==> config.mk <==
export PLATFORM = sky130hd
export DESIGN_NAME = fifo_wr_arbiter
export DESIGN_NICKNAME = d
export VERILOG_FILES = /design/src/rtl/fifo_wr_arbiter_pkg.sv /design/src/rtl/fifo_wr_arbiter_rr_pick.sv /design/src/rtl/fifo_wr_arbiter.sv
export SDC_FILE = /design/constraint.sdc
export NUM_CORES = 1
export LEC_CHECK = 0
export CAP_MARGIN = 20
export CELL_PAD_IN_SITES_DETAIL_PLACEMENT = 0
export CELL_PAD_IN_SITES_GLOBAL_PLACEMENT = 1
export CORE_UTILIZATION = 41
export DETAILED_ROUTE_END_ITERATION = 8
export DONT_BUFFER_PORTS = 1
export PLACE_DENSITY_LB_ADDON = 0.1
export SYNTH_ARGS = -nofsm -noshare
export SYNTH_HDL_FRONTEND = slang
export SYNTH_SLANG_ARGS = --single-unit
==> constraint.sdc <==
create_clock -name clk -period 2.3 [get_ports clk]
set_clock_uncertainty 0.2 [all_clocks]
set_input_delay 0.46 -clock clk [delete_from_list [all_inputs] [get_ports clk]]
set_output_delay 0.46 -clock clk [all_outputs]
set_load 0.02 [all_outputs]
==> src/rtl/fifo_wr_arbiter_pkg.sv <==
// fifo_wr_arbiter_pkg
//   Shared definitions for the FIFO write-port arbiter.
//   - arb_state_t : arbiter FSM state encoding (IDLE / GRANT)
//   - clog2_min1  : ceil(log2(n)), never less than 1, for sizing index and count fields
package fifo_wr_arbiter_pkg;

    typedef enum logic {
        ST_IDLE  = 1'b0,
        ST_GRANT = 1'b1
    } arb_state_t;

    function automatic int clog2_min1(input int n);
        return (n <= 2) ? 1 : $clog2(n);
    endfunction

endpackage

==> src/rtl/fifo_wr_arbiter_rr_pick.sv <==
// rr_pick
//   Combinational round-robin picker. Returns the first set request bit found
//   scanning upward from last+1, wrapping modulo NREQ.
// Ports
//   req      in   NREQ   request vector
//   last     in   IDW    index granted most recently
//   gnt_idx  out  IDW    picked index (0 when nothing is requesting)
//   any      out  1      at least one request bit is set
module rr_pick
    import fifo_wr_arbiter_pkg::*;
#(
    parameter int NREQ = 4,
    parameter int IDW  = clog2_min1(NREQ)
) (
    input  logic [NREQ-1:0] req,
    input  logic [IDW-1:0]  last,
    output logic [IDW-1:0]  gnt_idx,
    output logic            any
);

    localparam int W2 = 2 * NREQ;

    logic [W2-1:0] dbl;
    logic [W2-1:0] masked;

    // The request vector is laid out twice so the wrap-around scan becomes a
    // plain lowest-set-bit search over the window (last, last+NREQ].
    always_comb begin
        dbl    = {req, req};
        masked = '0;
        for (int i = 0; i < W2; i++) begin
            if ((i > int'(last)) && (i <= int'(last) + NREQ)) begin
                masked[i] = dbl[i];
            end
        end
    end

    // Scanned from the top down so the lowest set bit is the last one written.
    always_comb begin
        gnt_idx = '0;
        any     = 1'b0;
        for (int i = W2 - 1; i >= 0; i--) begin
            if (masked[i]) begin
                gnt_idx = IDW'(i % NREQ);
                any     = 1'b1;
            end
        end
    end

endmodule

==> src/rtl/fifo_wr_arbiter.sv <==
// fifo_wr_arbiter
//   Shares the write port of one FIFO between NREQ producers. Round-robin
//   arbitration with at most BURST accepted beats per grant; every release is
//   followed by one IDLE cycle before the next grant.
//
//   state    | meaning
//   ---------+-----------------------------------------------------------
//   ST_IDLE  | no grant; pick next requester after last_gnt, no beat taken
//   ST_GRANT | gnt_id owns the FIFO write port until burst end or valid drop
//
// Ports
//   clk         in   1             rising-edge clock
//   rst         in   1             synchronous reset, active-high
//   req_valid   in   NREQ          requester i has a word on its req_data slice
//   req_data    in   NREQ*DWIDTH   flat bus, slice i = [i*DWIDTH +: DWIDTH]
//   req_ready   out  NREQ          one-hot or zero; beat accepted on valid & ready
//   fifo_full   in   1             FIFO full flag
//   fifo_wr_en  out  1             FIFO write strobe
//   fifo_data   out  DWIDTH        FIFO write data (slice gnt_id)
//   busy        out  1             a grant is active
//   gnt_id      out  clog2(NREQ)   current or most recent granted requester
module fifo_wr_arbiter
    import fifo_wr_arbiter_pkg::*;
#(
    parameter int NREQ   = 4,
    parameter int DWIDTH = 8,
    parameter int BURST  = 4
) (
    input  logic                     clk,
    input  logic                     rst,
    input  logic [NREQ-1:0]          req_valid,
    input  logic [NREQ*DWIDTH-1:0]   req_data,
    output logic [NREQ-1:0]          req_ready,
    input  logic                     fifo_full,
    output logic                     fifo_wr_en,
    output logic [DWIDTH-1:0]        fifo_data,
    output logic                     busy,
    output logic [clog2_min1(NREQ)-1:0] gnt_id
);

    localparam int IDW = clog2_min1(NREQ);
    localparam int BCW = clog2_min1(BURST);

    arb_state_t     state;
    arb_state_t     state_nxt;
    logic [IDW-1:0] last_gnt;
    logic [BCW-1:0] beat_cnt;

    logic [IDW-1:0] pick_idx;
    logic           pick_any;
    logic           load_pick;
    logic           accept;
    logic           gnt_valid;
    logic           beat_last;

    rr_pick #(
        .NREQ (NREQ),
        .IDW  (IDW)
    ) u_pick (
        .req     (req_valid),
        .last    (last_gnt),
        .gnt_idx (pick_idx),
        .any     (pick_any)
    );

    assign gnt_valid = req_valid[gnt_id];
    assign beat_last = (beat_cnt == BCW'(BURST - 1));
    assign fifo_data = req_data[int'(gnt_id) * DWIDTH +: DWIDTH];
    assign busy      = (state == ST_GRANT);

    // ready does not look at rst: a beat presented in a reset cycle is simply
    // not counted, because the reset wins in the register update below.
    always_comb begin
        state_nxt  = state;
        req_ready  = '0;
        fifo_wr_en = 1'b0;
        load_pick  = 1'b0;
        accept     = 1'b0;
        case (state)
            ST_IDLE: begin
                if (pick_any) begin
                    state_nxt = ST_GRANT;
                    load_pick = 1'b1;
                end
            end
            ST_GRANT: begin
                if (gnt_valid && !fifo_full) begin
                    accept            = 1'b1;
                    req_ready[gnt_id] = 1'b1;
                    fifo_wr_en        = 1'b1;
                    if (beat_last) begin
                        state_nxt = ST_IDLE;
                    end
                end else if (!gnt_valid) begin
                    state_nxt = ST_IDLE;
                end
            end
            default: state_nxt = ST_IDLE;
        endcase
    end

    always_ff @(posedge clk) begin
        if (rst) begin
            state    <= ST_IDLE;
            gnt_id   <= '0;
            last_gnt <= IDW'(NREQ - 1);
            beat_cnt <= '0;
        end else begin
            state <= state_nxt;
            if (load_pick) begin
                gnt_id   <= pick_idx;
                last_gnt <= pick_idx;
                beat_cnt <= '0;
            end else if (accept && !beat_last) begin
                // The final beat of a burst releases the grant instead of
                // wrapping the counter; it is cleared on the next pick.
                beat_cnt <= beat_cnt + 1'b1;
            end
        end
    end

endmodule

-- Word-level counts from Yosys, hierarchy flattened
Index checks and enable logic that the tools add are counted.
- register bits: 7
- $add $sub $neg: 2
- $lt $le $gt $ge: 12
- equal/unequal tests: 1
- shift-type cells: 1
- muxes and demuxes: 35
- bitwise logic cells: 1
- reductions and logical operators: 9
- operators with widths (cell ; count):
    $le 4x32->1 const A ; 4
    $le 3x32->1 const A ; 2
    $le 2x32->1 const A ; 1
    $shiftx 32x6->8 ; 1
    $mux 1 ; 23
    $mux 2 ; 7
    $mux 4 ; 2
    $logic_and 1x1->1 ; 6
    $add 2x3->4 const B ; 1
    $gt 2x2->1 const A ; 2
    $lt 2x3->1 const B ; 1
    $add 2x1->2 const B ; 1
    $bmux 1 s2 ; 1
    $demux 1 s2 ; 1
    $eq 2x2->1 const B ; 1
    $ge 2x1->1 const B ; 1
    $gt 1x2->1 const A ; 1
    $logic_not 1->1 ; 2
    $pmux 1 s2 ; 1
    $reduce_or 2->1 ; 1
    $not 1->1 ; 1

-- Depth between registers and ports, before layout
- depth in word-level cells: 13
- gate-level depth with buffers: 4
- gate-level depth less buffers: 4

-- By module
Synthesis repeated with hierarchy kept, for this count alone.
- cells, all modules: 69
- area, all modules: 671.9 µm²
- by module, submodules not included (module ; instances ; cells an instance ; area an instance (µm²) ; seq. area each (µm²)):
    fifo_wr_arbiter ; 1 ; 55 ; 590.6 ; 140.1
    rr_pick ; 1 ; 14 ; 81.3 ; 0.0

-- Worst setup path after synthesis
OpenSTA, ideal clock, no wires.
- kind: flip-flop to output port
- start point: register state, in the netlist busy
- end point: output req_ready[1]
- data arrival time: 1441 ps
- data required time: 1640 ps
- path slack: 199 ps
- stages on the path, launching flop included: 4
- buffers on the path: 1
- cells stage by stage: dfxtp_1 clkbuf_1 nand3_1 nor3_1
- cells in the longest elaborated chain, start to end: 1
- RTL lines (what ; line ; RTL):
    from (decl) ; fifo_wr_arbiter.sv:44 ; arb_state_t state;
    from (signal assigned) ; fifo_wr_arbiter.sv:109 ; state <= state_nxt;
    $mux 4 ; fifo_wr_arbiter.sv:79 ; case (state)
    to (decl) ; fifo_wr_arbiter.sv:33 ; output logic [NREQ-1:0] req_ready,
No other way between the ends.

-- Worst setup path after layout
- start point: register gnt_id[0]
- end point: output fifo_data[0]
- cells in the longest elaborated chain, start to end: 1
- RTL lines (what ; line ; RTL):
    from (decl) ; fifo_wr_arbiter.sv:38 ; output logic [clog2_min1(NREQ)-1:0] gnt_id
    from (signal assigned) ; fifo_wr_arbiter.sv:111 ; gnt_id <= pick_idx;
    $shiftx 32x6->8 ; fifo_wr_arbiter.sv:68 ; assign fifo_data = req_data[int'(gnt_id) * DWIDTH +: DWIDTH];
    to (decl) ; fifo_wr_arbiter.sv:36 ; output logic [DWIDTH-1:0] fifo_data,
No other way between the ends.

==> key figures <==
Status
  – Status: finished, violations left
  – Failing checks: DRC

Clock network
  – Post-CTS setup buffers: 0
  – CTS Sinks: 7
  – Hold buffer count at CTS: 0
  – H-Tree Depth: 1
  – CTS tree: built
  – Clock Tree Buf Depth: 2
  – Clk_lat worst skew: 0.26 ns
  – CTS Root Cell: clkbuf_4
  – CTS-repair resized insts: 0
  – Total CTS buffers: 3
  – CTS clk-pin slew, worst paths: 0.06 ns

Synth
  – Mapped Cells: 69
  – Post-Syn Area: 702 um2
  – Number of unique standard cell types used by synthesis: 35
  – Number of synthesized register bits: 7
  – Sequential fraction of the synthesis area: 0.200
  – Avg Inst Size Synth: 10.2 um2
  – Post-synth EDFFs: 0
  – Dominant synthesized flop cell: dfxtp_1
  – Ys async rst share: 0
  – Post-synth net total: 109
  – Ys Warns: 0

Route
  – DRT iter0 DRCs: 18
  – # DRC: 6
  – Vias: 627
  – DR WL/cell: 16.8 um
  – Detail Route Antenna Nets: 0
  – TritonRoute pass-1 iters: 6
  – Drt total wl: 1.59 mm
  – Vias per cell: 6.60

Critical path
  – CP peak stage delay: 0.58 ns
  – R2r startpoint: busy
  – Worst Setup EP: fifo_data[0]
  – Cell Chain, Critical Path: buf_12 -> mux4_2
  – Crit path max fanout: 9
  – CP Class: flip-flop to primary output
  – R2R depth: 4
  – CP Launch Point: gnt_id[0]
  – Worst setup EP type: primary output
  – Highest-delay cell along the critical path: mux4_2
  – Worst Path Required: 1.64 ns
  – RR Endpoint: beat_cnt[0]
  – Startpoint types: flip-flop
  – Reg2Reg Setup Slack: 0.51 ns
  – Critical Path AT: 1.50 ns

Timing
  – Setup TNS: 0 ns
  – Slew @ Worst Pin: 0.542 ns
  – RSZ-0062 raised after global routing: false
  – Slew HR: 0.636
  – Final Max Tran Viols: 0
  – Final Worst Setup Slack: 0.141 ns
  – Final-report hold violation count: 0
  – Tmin final: 2.16 ns
  – Final setup viols: 0
  – Fmax: 463 MHz
  – Final Cycle Share: 0.939

Place
  – Post-DP Area: 788 um2
  – Dpl hpwl: 1.28 mm
  – IO buf count: 0
  – Final GP Congestion: 0.664
  – Placement Setup Slack: 0.423 ns

Floorplan
  – Rows: 14
  – I/O pins: 55
  – Die Span X: 43.4 um
  – Initial core utilization: 0.450
  – Total Die Area: 1880 um2
  – Core Footprint: 1560 um2
  – Die height: 43.4 um

Final layout
  – Layout cells sized above 1: 0.342
  – Area added between synthesis and finish: 16.0%
  – Final #Nets: 120
  – Design area: 815 um2
  – Diode count: 0

Global route
  – Antenna violations before repair: 0
  – First-pass GRT wire length: 2.59 mm
  – Vias in the first global route: 607
  – Total GRT Usage: 0.188
  – Largest net degree at the start of global routing: 12
  – Grt ovf: 0

Pwr
  – Leak: 0.000285 uW
  – Pwr dens: 575 nW/um2
  – Maximum vdd drop: 0.359 mV

Hold path
  – Hold Path Class: input port to flip-flop

Flow run
  – Max-Cap Viols: 0
[through the flow]
stage               cells  hold slack [ns]  total power (uW)   util
detailed placement     91            0.300               354  0.506
global placement       91            0.296               352  0.506
finish                 95           0.0634               469  0.522
global route           95           0.0582               499  0.522
CTS                    95           0.0577               475  0.522
floorplan              69            0.272               316      -
[how the worst min path moves through the flow]
stage / endpoint / depth (start not counted) / startpoint
2_1_floorplan: beat_cnt[1] / 2 / beat_cnt[1]
3_3_place_gp: beat_cnt[1] / 2 / beat_cnt[1]
3_5_place_dp: beat_cnt[1] / 2 / beat_cnt[1]
4_1_cts: busy / 1 / rst
5_1_grt: busy / 1 / rst
6_report: busy / 1 / rst
[kinds of logic after synthesis]
logic type	after synthesis	share of synthesized area
and+or+nand+nor	26	0.237
adders and majority gates	1	0.0178
buffers and inverters	7	0.0463
muxes	12	0.328
DFF	7	0.200
AOI/OAI and AO/OA	16	0.171
[layout make-up]
type | count | area, um2
Fill cell | 138 | 744
Multi-Input combinational cell | 55 | 529
Inverter | 3 | 11.3
Clock buffer | 4 | 26.3
Timing Repair Buffer | 10 | 87.6
Tap cell | 16 | 20.0
Sequential cell | 7 | 140
[cells in the final DEF, fill, tap and decap left out, types with 2 or more instances in the layout]
cell type,synthesis,routed
nand2b_1,3,3
o211ai_1,4,4
inv_1,3,3
nor3_1,2,2
nor2b_1,3,3
dfxtp_1,7,7
clkbuf_4,0,3
mux2i_1,2,2
nor4b_1,2,2
buf_4,1,9
mux2_4,2,2
nor2_1,6,6
nand3b_1,2,2
a21oi_1,2,2
mux4_2,8,8
[cells in the mapped netlist (all sizes together) (2+ instances only)]
library cell  instances  area share
a21oi                 3       0.027
buf                   3       0.025
dfxtp                 7        0.20
inv                   3       0.016
mux2                  2       0.043
mux2i                 2       0.029
mux4                  8        0.26
nand2b                3       0.027
nand3b                2       0.021
nor2                  6       0.032
nor2b                 3       0.027
nor3                  2       0.014
nor4                  2       0.027
nor4b                 2       0.025
o211ai                4       0.043
o21ai                 2       0.014
[state kept, by name, indices dropped and copies added (netlist names)]
| register | count |
|---|---|
| beat_cnt | 2 |
| busy | 1 |
| gnt_id | 2 |
| last_gnt | 2 |
[per-layer routing]
| metal | share of wire | track usage | up-vias | wire, um |
|---|---|---|---|---|
| li1 | - | - | 300 | - |
| met1 | 0.43 | 0.235 | 300 | 687 |
| met2 | 0.48 | 0.300 | 25 | 773 |
| met3 | 0.076 | 0.0875 | 2 | 121 |
| met4 | 0.0075 | 0.0375 | 0 | 12 |
| met5 | 0 | 0 | - | 0 |
[where the power goes]
part / leakage (uW) / total [uW] / internal [uW] / switching [uW]
registers: 0.0000578 / 154 / 133 / 20.9
logic: 0.000213 / 196 / 96.5 / 99.4
clock network: 0.0000150 / 119 / 66.6 / 52.0
total: 0.000285 / 469 / 296 / 172
[critical path, delay by kind of cell, from the launching register on]
| family | cells | cell delay [ns] |
|---|---|---|
| muxes | 1 | 0.58 |
| DFF | 1 | 0.48 |
| buffers and inverters | 1 | 0.18 |
Note: power is estimated with default switching activity, not from simulation.
